$ cat config.mk
export PLATFORM = sky130hd
export DESIGN_NAME = ball_motion_flat
export DESIGN_NICKNAME = d
export VERILOG_FILES = /design/src/rtl/ball_motion_if.sv /design/src/rtl/ball_motion.sv /design/src/flat_wrapper.sv
export SDC_FILE = /design/constraint.sdc
export NUM_CORES = 1
export LEC_CHECK = 0
export BUFFER_PORTS_ARGS = -buffer_cell sky130_fd_sc_hd__buf_2
export CAP_MARGIN = 20
export CORE_MARGIN = 10
export CORE_UTILIZATION = 45
export DETAILED_ROUTE_END_ITERATION = 8
export PLACE_DENSITY = 0.75
export SYNTH_ARGS = -nofsm -noshare
export SYNTH_HDL_FRONTEND = slang
export SYNTH_SLANG_ARGS = --single-unit
$ cat constraint.sdc
create_clock -name clock -period 7.3 [get_ports clock]
set_clock_uncertainty 0.2 [all_clocks]
set_input_delay 1.095 -clock clock [delete_from_list [all_inputs] [get_ports clock]]
set_output_delay 1.095 -clock clock [all_outputs]
set_load 0.01 [all_outputs]
$ cat src/rtl/ball_motion_if.sv
// Ball motion stage bus: control strobes, speed and paddle inputs, position/status outputs.
interface ball_motion_if;
    logic       move_tick;
    logic       launch;
    logic       bounce_x;
    logic       bounce_y;
    logic [3:0] b_sx;
    logic [3:0] b_sy;
    logic [9:0] p_x;
    logic [5:0] p_radius;
    logic [9:0] b_x;
    logic [9:0] b_y;
    logic       bd;
    logic       dir_x;
    logic       dir_y;
    logic       paddle_hit;
    logic       ball_lost;

    modport slave (
        input  move_tick, launch, bounce_x, bounce_y, b_sx, b_sy, p_x, p_radius,
        output b_x, b_y, bd, dir_x, dir_y, paddle_hit, ball_lost
    );

    modport master (
        output move_tick, launch, bounce_x, bounce_y, b_sx, b_sy, p_x, p_radius,
        input  b_x, b_y, bd, dir_x, dir_y, paddle_hit, ball_lost
    );
endinterface

$ cat src/rtl/ball_motion.sv
// Ball position integrator (10.2 fixed point) with wall/ceiling/paddle/brick reflection
// and the serve / move / lost life cycle.
module ball_motion #(
    parameter int unsigned X_MIN     = 8,
    parameter int unsigned X_MAX     = 631,
    parameter int unsigned Y_MIN     = 8,
    parameter int unsigned PADDLE_Y  = 440,
    parameter int unsigned Y_MAX     = 479,
    parameter int unsigned BALL_R    = 4,
    parameter int unsigned LOST_HOLD = 60
) (
    input  logic          clock,
    input  logic          reset,
    ball_motion_if.slave  bus
);
    localparam int unsigned PW = 12;
    localparam int unsigned CW = (LOST_HOLD > 1) ? $clog2(LOST_HOLD) : 1;

    localparam logic [PW-1:0]    SERVE_Y  = PW'((PADDLE_Y - BALL_R) << 2);
    localparam logic [PW-1:0]    CENTRE_X = PW'(320 << 2);
    localparam logic [PW-1:0]    XMIN_Q   = PW'(X_MIN << 2);
    localparam logic [PW-1:0]    XMAX_Q   = PW'(X_MAX << 2);
    localparam logic [PW-1:0]    YMIN_Q   = PW'(Y_MIN << 2);
    localparam logic signed [12:0] XMIN_S  = 13'(X_MIN << 2);
    localparam logic signed [12:0] XMAX_S  = 13'(X_MAX << 2);
    localparam logic signed [12:0] YMIN_S  = 13'(Y_MIN << 2);
    localparam logic signed [12:0] YMAX_S  = 13'(Y_MAX << 2);
    localparam logic signed [12:0] SERVE_S = 13'((PADDLE_Y - BALL_R) << 2);

    typedef enum logic [1:0] {S_IDLE, S_MOVE, S_LOST} state_e;

    state_e          state_q, state_d;
    logic [PW-1:0]   px_q, px_d, py_q, py_d;
    logic            dir_x_q, dir_x_d, dir_y_q, dir_y_d;
    logic            bd_q, bd_d, hit_q, hit_d, lost_q, lost_d;
    logic [CW-1:0]   cnt_q, cnt_d;

    logic signed [12:0] nx, ny;
    logic [PW-1:0]      px_new;
    logic [9:0]         bx_next;
    logic [10:0]        lo_sum, hi_sum;
    logic               overlap;

    always_ff @(posedge clock) begin
        if (reset) begin
            state_q <= S_IDLE;
            px_q    <= CENTRE_X;
            py_q    <= SERVE_Y;
            dir_x_q <= 1'b1;
            dir_y_q <= 1'b0;
            bd_q    <= 1'b0;
            hit_q   <= 1'b0;
            lost_q  <= 1'b0;
            cnt_q   <= '0;
        end else begin
            state_q <= state_d;
            px_q    <= px_d;
            py_q    <= py_d;
            dir_x_q <= dir_x_d;
            dir_y_q <= dir_y_d;
            bd_q    <= bd_d;
            hit_q   <= hit_d;
            lost_q  <= lost_d;
            cnt_q   <= cnt_d;
        end
    end

    // Candidate position, horizontal response and paddle overlap on the updated x.
    always_comb begin
        nx = dir_x_q ? (13'(px_q) + 13'(bus.b_sx)) : (13'(px_q) - 13'(bus.b_sx));
        ny = dir_y_q ? (13'(py_q) + 13'(bus.b_sy)) : (13'(py_q) - 13'(bus.b_sy));
        if (nx < XMIN_S) begin
            px_new = XMIN_Q;
        end else if (nx > XMAX_S) begin
            px_new = XMAX_Q;
        end else begin
            px_new = nx[PW-1:0];
        end
        bx_next = px_new[PW-1:2];
        lo_sum  = 11'(bx_next) + 11'(bus.p_radius);
        hi_sum  = 11'(bus.p_x) + 11'(bus.p_radius);
        overlap = (lo_sum >= 11'(bus.p_x)) && (11'(bx_next) <= hi_sum);
    end

    always_comb begin
        state_d = state_q;
        px_d    = px_q;
        py_d    = py_q;
        dir_x_d = dir_x_q;
        dir_y_d = dir_y_q;
        hit_d   = 1'b0;
        lost_d  = 1'b0;
        cnt_d   = cnt_q;

        case (state_q)
            S_IDLE: begin
                px_d = {bus.p_x, 2'b00};
                py_d = SERVE_Y;
                if (bus.launch) begin
                    state_d = S_MOVE;
                    dir_x_d = 1'b1;
                    dir_y_d = 1'b0;
                end
            end
            S_MOVE: begin
                if (bus.move_tick) begin
                    if (nx < XMIN_S) begin
                        dir_x_d = 1'b1;
                    end else if (nx > XMAX_S) begin
                        dir_x_d = 1'b0;
                    end else if (bus.bounce_x) begin
                        dir_x_d = ~dir_x_q;
                    end
                    px_d = px_new;

                    if (ny < YMIN_S) begin
                        py_d    = YMIN_Q;
                        dir_y_d = 1'b1;
                    end else if (dir_y_q && (ny >= SERVE_S) && (py_q < SERVE_Y) && overlap) begin
                        py_d    = SERVE_Y;
                        dir_y_d = 1'b0;
                        hit_d   = 1'b1;
                    end else if (ny > YMAX_S) begin
                        // Ball is frozen where it left the playfield.
                        state_d = S_LOST;
                        lost_d  = 1'b1;
                        cnt_d   = '0;
                        px_d    = px_q;
                    end else begin
                        py_d = ny[PW-1:0];
                        if (bus.bounce_y) begin
                            dir_y_d = ~dir_y_q;
                        end
                    end
                end else begin
                    if (bus.bounce_x) dir_x_d = ~dir_x_q;
                    if (bus.bounce_y) dir_y_d = ~dir_y_q;
                end
            end
            S_LOST: begin
                if (bus.move_tick) begin
                    if (cnt_q == CW'(LOST_HOLD - 1)) begin
                        state_d = S_IDLE;
                        cnt_d   = '0;
                    end else begin
                        cnt_d = cnt_q + CW'(1);
                    end
                end
            end
            default: state_d = S_IDLE;
        endcase

        bd_d = (state_d == S_MOVE);
    end

    assign bus.b_x        = px_q[PW-1:2];
    assign bus.b_y        = py_q[PW-1:2];
    assign bus.bd         = bd_q;
    assign bus.dir_x      = dir_x_q;
    assign bus.dir_y      = dir_y_q;
    assign bus.paddle_hit = hit_q;
    assign bus.ball_lost  = lost_q;
endmodule
$ cat src/flat_wrapper.sv
// flat-port wrapper written by rule: the top's interface ports become plain ports
module ball_motion_flat 
#(
    parameter int unsigned X_MIN     = 8,
    parameter int unsigned X_MAX     = 631,
    parameter int unsigned Y_MIN     = 8,
    parameter int unsigned PADDLE_Y  = 440,
    parameter int unsigned Y_MAX     = 479,
    parameter int unsigned BALL_R    = 4,
    parameter int unsigned LOST_HOLD = 60
)
  (clock, reset, bus_move_tick, bus_launch, bus_bounce_x, bus_bounce_y, bus_b_sx, bus_b_sy, bus_p_x, bus_p_radius, bus_b_x, bus_b_y, bus_bd, bus_dir_x, bus_dir_y, bus_paddle_hit, bus_ball_lost);
  ball_motion_if bus_i ();
  input  logic clock;
  input  logic reset;
  input wire logic [$bits(bus_i.move_tick)-1:0] bus_move_tick;
  input wire logic [$bits(bus_i.launch)-1:0] bus_launch;
  input wire logic [$bits(bus_i.bounce_x)-1:0] bus_bounce_x;
  input wire logic [$bits(bus_i.bounce_y)-1:0] bus_bounce_y;
  input wire logic [$bits(bus_i.b_sx)-1:0] bus_b_sx;
  input wire logic [$bits(bus_i.b_sy)-1:0] bus_b_sy;
  input wire logic [$bits(bus_i.p_x)-1:0] bus_p_x;
  input wire logic [$bits(bus_i.p_radius)-1:0] bus_p_radius;
  output wire logic [$bits(bus_i.b_x)-1:0] bus_b_x;
  output wire logic [$bits(bus_i.b_y)-1:0] bus_b_y;
  output wire logic [$bits(bus_i.bd)-1:0] bus_bd;
  output wire logic [$bits(bus_i.dir_x)-1:0] bus_dir_x;
  output wire logic [$bits(bus_i.dir_y)-1:0] bus_dir_y;
  output wire logic [$bits(bus_i.paddle_hit)-1:0] bus_paddle_hit;
  output wire logic [$bits(bus_i.ball_lost)-1:0] bus_ball_lost;
  assign bus_i.move_tick = bus_move_tick;
  assign bus_i.launch = bus_launch;
  assign bus_i.bounce_x = bus_bounce_x;
  assign bus_i.bounce_y = bus_bounce_y;
  assign bus_i.b_sx = bus_b_sx;
  assign bus_i.b_sy = bus_b_sy;
  assign bus_i.p_x = bus_p_x;
  assign bus_i.p_radius = bus_p_radius;
  assign bus_b_x = bus_i.b_x;
  assign bus_b_y = bus_i.b_y;
  assign bus_bd = bus_i.bd;
  assign bus_dir_x = bus_i.dir_x;
  assign bus_dir_y = bus_i.dir_y;
  assign bus_paddle_hit = bus_i.paddle_hit;
  assign bus_ball_lost = bus_i.ball_lost;
  ball_motion #(.X_MIN(X_MIN), .X_MAX(X_MAX), .Y_MIN(Y_MIN), .PADDLE_Y(PADDLE_Y), .Y_MAX(Y_MAX), .BALL_R(BALL_R), .LOST_HOLD(LOST_HOLD)) u_core (.clock(clock), .reset(reset), .bus(bus_i));
endmodule
==> flow_summary.yaml, run 1 <==
die:
  ios: 55
  start_util_pct: 45.80
  dieArea_um2: 14950
  dieHeight_um: 122.3
  row_count: 37
  die_w_um: 122.3
  core_area_um2: 10280
job:
  drv_cap: 0
sta:
  period_minus_slack_ns: 7.079
  setup_viol_count_final: 0
  hold_slack_ns: 0.2796
  drv_slew: 0
  fmax_ghz: 0.1413
  slew_headroom_pct: 51.94
  worst_pin_slew_ns: 0.7165
  hold_violations: 0
  final.period_utilization_pct: 96.97
critical_path:
  r2r-end: "u_core.cnt_q[2]"
  crit_arrival_ns: 7.07
  worst-path-buf-inv: 3
  cpMostUsedCell: "ha_1"
  crit_type: "input pin to flip-flop"
  critPathLaunchType: "input pin"
  crit_path_end: "u_core.cnt_q[2]"
  worst_r2r_path_depth: 24
  timing.critical_path.from: "bus_b_sx[2]"
  rrSetupSlack_ns: 0.84
  cp_max_fo: 6
  crit_required_ns: 7.29
  rr_startpoint: "u_core.bus.dir_x"
  slowest_delay_ns: 0.56
  critPathCaptureType: "flip-flop"
  cp.depth: 27
  critPathTopFamily: "compound AO/OA/AOI/OAI gates"
  cpMaxStageDelayCell: "or4_1"
route:
  viasPerCell: 5.959
  vias: 4809
  drc: 0
  drt_iter0_markers: 430
  dr.pass1.iters: 5
  wirelength_um: 13690
  ant_nets: 0
  routedWlPerCell_um: 16.97
place:
  dp_hpwl_um: 11080
  gp_congestion: 0.9440
  portBuffers: 54
  placed_cell_area_um2: 5266
synth:
  synth.most_common_cell: "ha_1"
  yosys.area.top_type_share_pct: 15.95
  synthesis.area_um2: 4707
  synth_seq_area_share_pct: 15.74
  yosys_most_used_dff: "dfxtp_1"
  synthTopCellsByCount: "ha_1 (60), inv_1 (47), nand2_1 (46)"
  yosysUniqueCellTypes: 79
  yosysWarnings: 0
  syn_area_per_cell_um2: 7.871
  async_flop_share_pct: 0
  ys_seq_elements: 37
  synth_fp_nets: 691
  synth_area_leaders: "ha_1 (16%), dfxtp_1 (16%), xnor2_1 (4.8%)"
  yosysTopAreaCell: "ha_1"
  synth_edf_count: 0
  syn-instance-count: 598
clocking:
  insertion_delay_ns: 0.30
  clock-sinks: 37
  clk_path_buf_depth: 2
  cts_hold_buf: 0
  cts_tree: "built"
  htreeDepth: 2
  cts-root-buf: "clkbuf_8"
  clk_pin_slew_ns: 0.07
  cts_buffers: 5
grt:
  antenna_found_initial: 0
  grt.total_usage_pct: 17.23
  grt_pass1_vias: 4590
  grt_pass1_wl_um: 21580
  overflow: 0
  grt_max_degree: 27
power_and_ir_drop:
  powerDensity_nw_per_um2: 514.0
  finalPower_mw: 2.834
  pwr-share-clk_pct: 5.0
  swShare_pct: 51.91
  intPower_mw: 1.363
  p_leak_nw: 2.598
  pwr-share-comb_pct: 83.6
  peakVddDrop_uv: 188.3
  switchingPower_mw: 1.471
  seq_power_share_pct: 11.4
run_status:
  status: "completed"
layout:
  final_nets: 763
  n_antenna_cell: 0
  layout-drive-gt1-share_pct: 24.44
  syn_to_final_growth_pct: 17.15
  final_area_um2: 5514
min_path:
  hold_path.class: "flip-flop to flip-flop"
[power groups by stage]
stage          clock network [mW]  logic [mW]  registers, mW
2_1_floorplan                   0        1.59          0.294
3_3_place_gp                    0        2.12          0.325
3_5_place_dp                    0        2.18          0.326
4_1_cts                     0.144        2.21          0.321
5_1_grt                     0.150        2.60          0.330
6_report                    0.142        2.37          0.323
[final cells by class]
type	instances	area, um^2
Tap cell	136	170.2
Clock buffer	5	68.82
Multi-Input combinational cell	478	3692
Sequential cell	37	740.7
Inverter	48	180.2
Fill cell	981	4763
Timing Repair Buffer	100	644.4
Clock inverter	3	17.52
[logic make-up after synthesis]
group / after synthesis / share of synthesized area (%)
AO/OA/AOI/OAI: 186 / 29.43
XOR/XNOR: 37 / 6.885
adder cells (fa/ha/maj): 63 / 17.22
buffers and inverters: 83 / 8.692
flip-flops: 37 / 15.74
multiplexers: 16 / 3.535
AND/OR/NAND/NOR: 176 / 18.50
[worst register-to-register path, delay by kind of cell, from the launching register on]
kind / cells / cell delay [ns]
mux: 1 / 0.41
simple gates: 3 / 0.87
flops: 1 / 0.59
buf+inv: 2 / 0.14
xor+xnor: 1 / 0.20
compound gates: 13 / 3.07
fa+ha+maj: 4 / 0.85
[worst min path at each step]
stage | from | to | cells past startpoint
final | u_core.py_q[0] | u_core.py_q[0] | 2
after global routing | u_core.py_q[0] | u_core.py_q[0] | 2
after CTS | u_core.py_q[0] | u_core.py_q[0] | 2
after detailed placement | u_core.py_q[0] | u_core.py_q[0] | 2
after global placement | u_core.px_q[0] | u_core.px_q[0] | 2
after floorplan | u_core.px_q[0] | u_core.px_q[0] | 2
[per-layer routing]
layer / share of wire [%] / global-route usage [%] / up-vias
met5: 0 / 0 / -
met4: 2.4 / 5.081 / 0
met3: 6.4 / 2.801 / 35
met2: 47 / 28.87 / 179
met1: 44 / 22.26 / 2250
li1: - / - / 2345
[what timing repair did]
item	CTS	global route
endpoints found under the setup margin	2	36
pin swaps	0	13
setup buffers	0	3
gates resized for setup	3	29
[registers in the layout, indices dropped and copies added, names as in the netlist]
register	flops
u_core.px_q	12
u_core.bus.ball_lost	1
u_core.bus.dir_x	1
u_core.py_q	12
u_core.state_q	2
u_core.bus.paddle_hit	1
u_core.bus.dir_y	1
u_core.cnt_q	6
u_core.bus.bd	1
[cells in the final DEF, fill, tap and decap left out, types with 6 or more instances in the layout]
cell type and instances:
dfxtp_1 37, a211oi_1 7, buf_2 54, o221ai_1 6, xnor2_1 25, mux2i_1 11, xor2_1 11, o21a_1 8
nand3_1 15, nand2_1 46, a21o_1 19, o211ai_1 15, buf_4 43, o21ai_0 20, a21oi_2 6, and3_1 7
nor2_1 42, nand2b_1 6, o211a_1 8, nand4_1 7, nor3_1 14, inv_1 46, ha_1 59, a21oi_1 38
[through the flow]
step / TNS (ns) / std cells / util (%) / setup slack (ns)
after floorplan: 0 / 598 / - / 0.1405
after global placement: -0.1900 / 796 / 51.24 / -0.1620
after detailed placement: -4.963 / 796 / 51.24 / -0.4626
after CTS: 0 / 804 / 52.14 / 0.007015
after global routing: -1.791 / 807 / 53.65 / -0.1171
final: 0 / 807 / 53.65 / 0.2213
Power figures use the tool's default switching activity.
==> run 2, diff against run 1 <==
--- a/config.mk
+++ b/config.mk
@@ -11,6 +11,7 @@
 export CORE_UTILIZATION = 45
 export DETAILED_ROUTE_END_ITERATION = 8
 export PLACE_DENSITY = 0.75
+export SETUP_SLACK_MARGIN = 0.5
 export SYNTH_ARGS = -nofsm -noshare
 export SYNTH_HDL_FRONTEND = slang
 export SYNTH_SLANG_ARGS = --single-unit
==> flow_summary.yaml, run 2 (synthesis gave the netlist of run 1 again) <==
run_status:
  status: "completed"
clocking:
  cts_buffers: 5
  clk_path_buf_depth: 2
  cts_hold_buf: 0
  clk_pin_slew_ns: 0.08
  cts-root-buf: "clkbuf_8"
  htreeDepth: 2
  clock-sinks: 37
  insertion_delay_ns: 0.30
  cts_tree: "built"
min_path:
  worstHoldStart: "u_core.px_q[0]"
  holdPathEnd: "u_core.px_q[0]"
  hold_path.class: "flip-flop to flip-flop"
  min_path_cells: 2
critical_path:
  slowest_delay_ns: 0.45
  crit_required_ns: 7.24
  crit_type: "input pin to flip-flop"
  crit_arrival_ns: 6.95
  critPathLaunchType: "input pin"
  r2r-end: "u_core.py_q[7]"
  rr_startpoint: "u_core.bus.dir_x"
  rrSetupSlack_ns: 0.88
  worst_r2r_path_depth: 27
  cp_max_fo: 6
  critPathCaptureType: "flip-flop"
  cpMaxStageDelayCell: "or3_4"
layout:
  multi_input_area_um2: 4018
  syn_to_final_growth_pct: 26.90
  layout-drive-gt1-share_pct: 31.67
  final_common_cell: "buf_4"
  top_regs: "u_core.px_q: 12 flops, u_core.py_q: 12 flops, u_core.cnt_q: 6 flops"
  final_cell_mix: "buf_4 (52), buf_2 (51), ha_1 (49)"
  n_antenna_cell: 0
  fillers: 898
  final_nets: 774
  regArea_um2: 740.7
route:
  vias: 4903
  dr.pass1.iters: 5
  viasPerCell: 5.994
  drc: 0
  ant_nets: 0
  drt_iter0_markers: 391
  routedWlPerCell_um: 18.26
  wirelength_um: 14940
sta:
  period_minus_slack_ns: 7.010
  hold_violations: 0
  drv_slew: 0
  final.period_utilization_pct: 96.03
  worst_pin_slew_ns: 0.8091
  rsz0062_at_grt: "yes"
  fin_ws_ns: 0.2896
  fmax_ghz: 0.1426
  slew_headroom_pct: 45.73
  setup_viol_count_final: 0
  tns_ns: 0
grt:
  grt_pass1_vias: 4743
  grt_pass1_wl_um: 22910
  antenna_found_initial: 0
  overflow: 0
  grt_max_degree: 27
  grt.total_usage_pct: 18.37
die:
  die_w_um: 122.3
  core_area_um2: 10280
  ios: 55
  dieArea_um2: 14950
  start_util_pct: 45.80
  dieHeight_um: 122.3
  row_count: 37
place:
  place_ws_ns: 0.004898
  gp_congestion: 0.9793
  portBuffers: 54
  dp_hpwl_um: 11300
job:
  drv_cap: 0
power_and_ir_drop:
  peakVddDrop_uv: 226.8
  p_leak_nw: 2.710
  powerDensity_nw_per_um2: 546.9
  finalPower_mw: 3.267
[run 2: cell types whose count changed in the layout (fill, tap and decap cells not counted), sizes merged]
cell / change
bufinv: +1
clkinv: -2
buf: +11
clkbuf: +1
[run 2: worst max-delay path by stage]
stage	startpoint	endpoint	slack (ns)	depth (start not counted)
3_5_place_dp	bus_b_sx[2]	u_core.cnt_q[2]	0.005	25
2_1_floorplan	bus_b_sx[2]	u_core.cnt_q[2]	0.50	25
4_1_cts	bus_b_sx[0]	u_core.py_q[10]	0.50	30
6_report	bus_b_sx[2]	u_core.py_q[7]	0.29	29
3_3_place_gp	bus_b_sx[2]	u_core.cnt_q[2]	0.05	24
5_1_grt	bus_b_sx[2]	u_core.py_q[7]	0.03	29
[run 2: where the power goes]
part           internal, mW  switching (mW)
Sequential            0.254          0.0757
Clock                 0.111          0.0761
Combinational          1.24            1.51
[run 2: final cells by class]
class                   instances  share of cell area (%)
inverters                      48                   3.100
repair buffers                111                   12.38
flip-flops and latches         37                   12.40
multi-input cells             478                   67.26
clock inverters                 2                  0.6284
well taps                     136                   2.849
clock buffers                   6                   1.382
[run 2: repair_timing]
| item | CTS | global route |
|---|---|---|
| setup buffers | 8 | 19 |
| gates cloned | 1 | 0 |
| endpoints found under the setup margin | 34 | 36 |
| gates resized for setup | 35 | 54 |
| pin swaps | 28 | 47 |
[run 2: metrics by stage]
step | hold WS [ns] | util (%) | cell area, um^2 | instances
floorplan | 0.2417 | - | 4781 | 598
global placement | 0.2547 | 50.69 | 5210 | 782
detailed placement | 0.2664 | 50.69 | 5210 | 782
CTS | 0.2773 | 54.18 | 5568 | 799
global route | 0.3161 | 58.12 | 5973 | 818
finish | 0.2791 | 58.12 | 5973 | 818
[run 2: critical path, delay by kind of cell]
kind            cells  cell delay (ns)
fa+ha+maj           4             1.00
buf+inv             6             0.88
mux                 1             0.31
compound gates     13             2.46
simple gates        5             1.20
[run 2: layer usage]
metal,share of wire (%),up-vias,global-route usage [%]
li1,-,2346,-
met1,43,2349,23.24
met2,49,165,31.02
met3,5.1,43,3.398
met4,2.5,0,5.596
met5,0,-,0
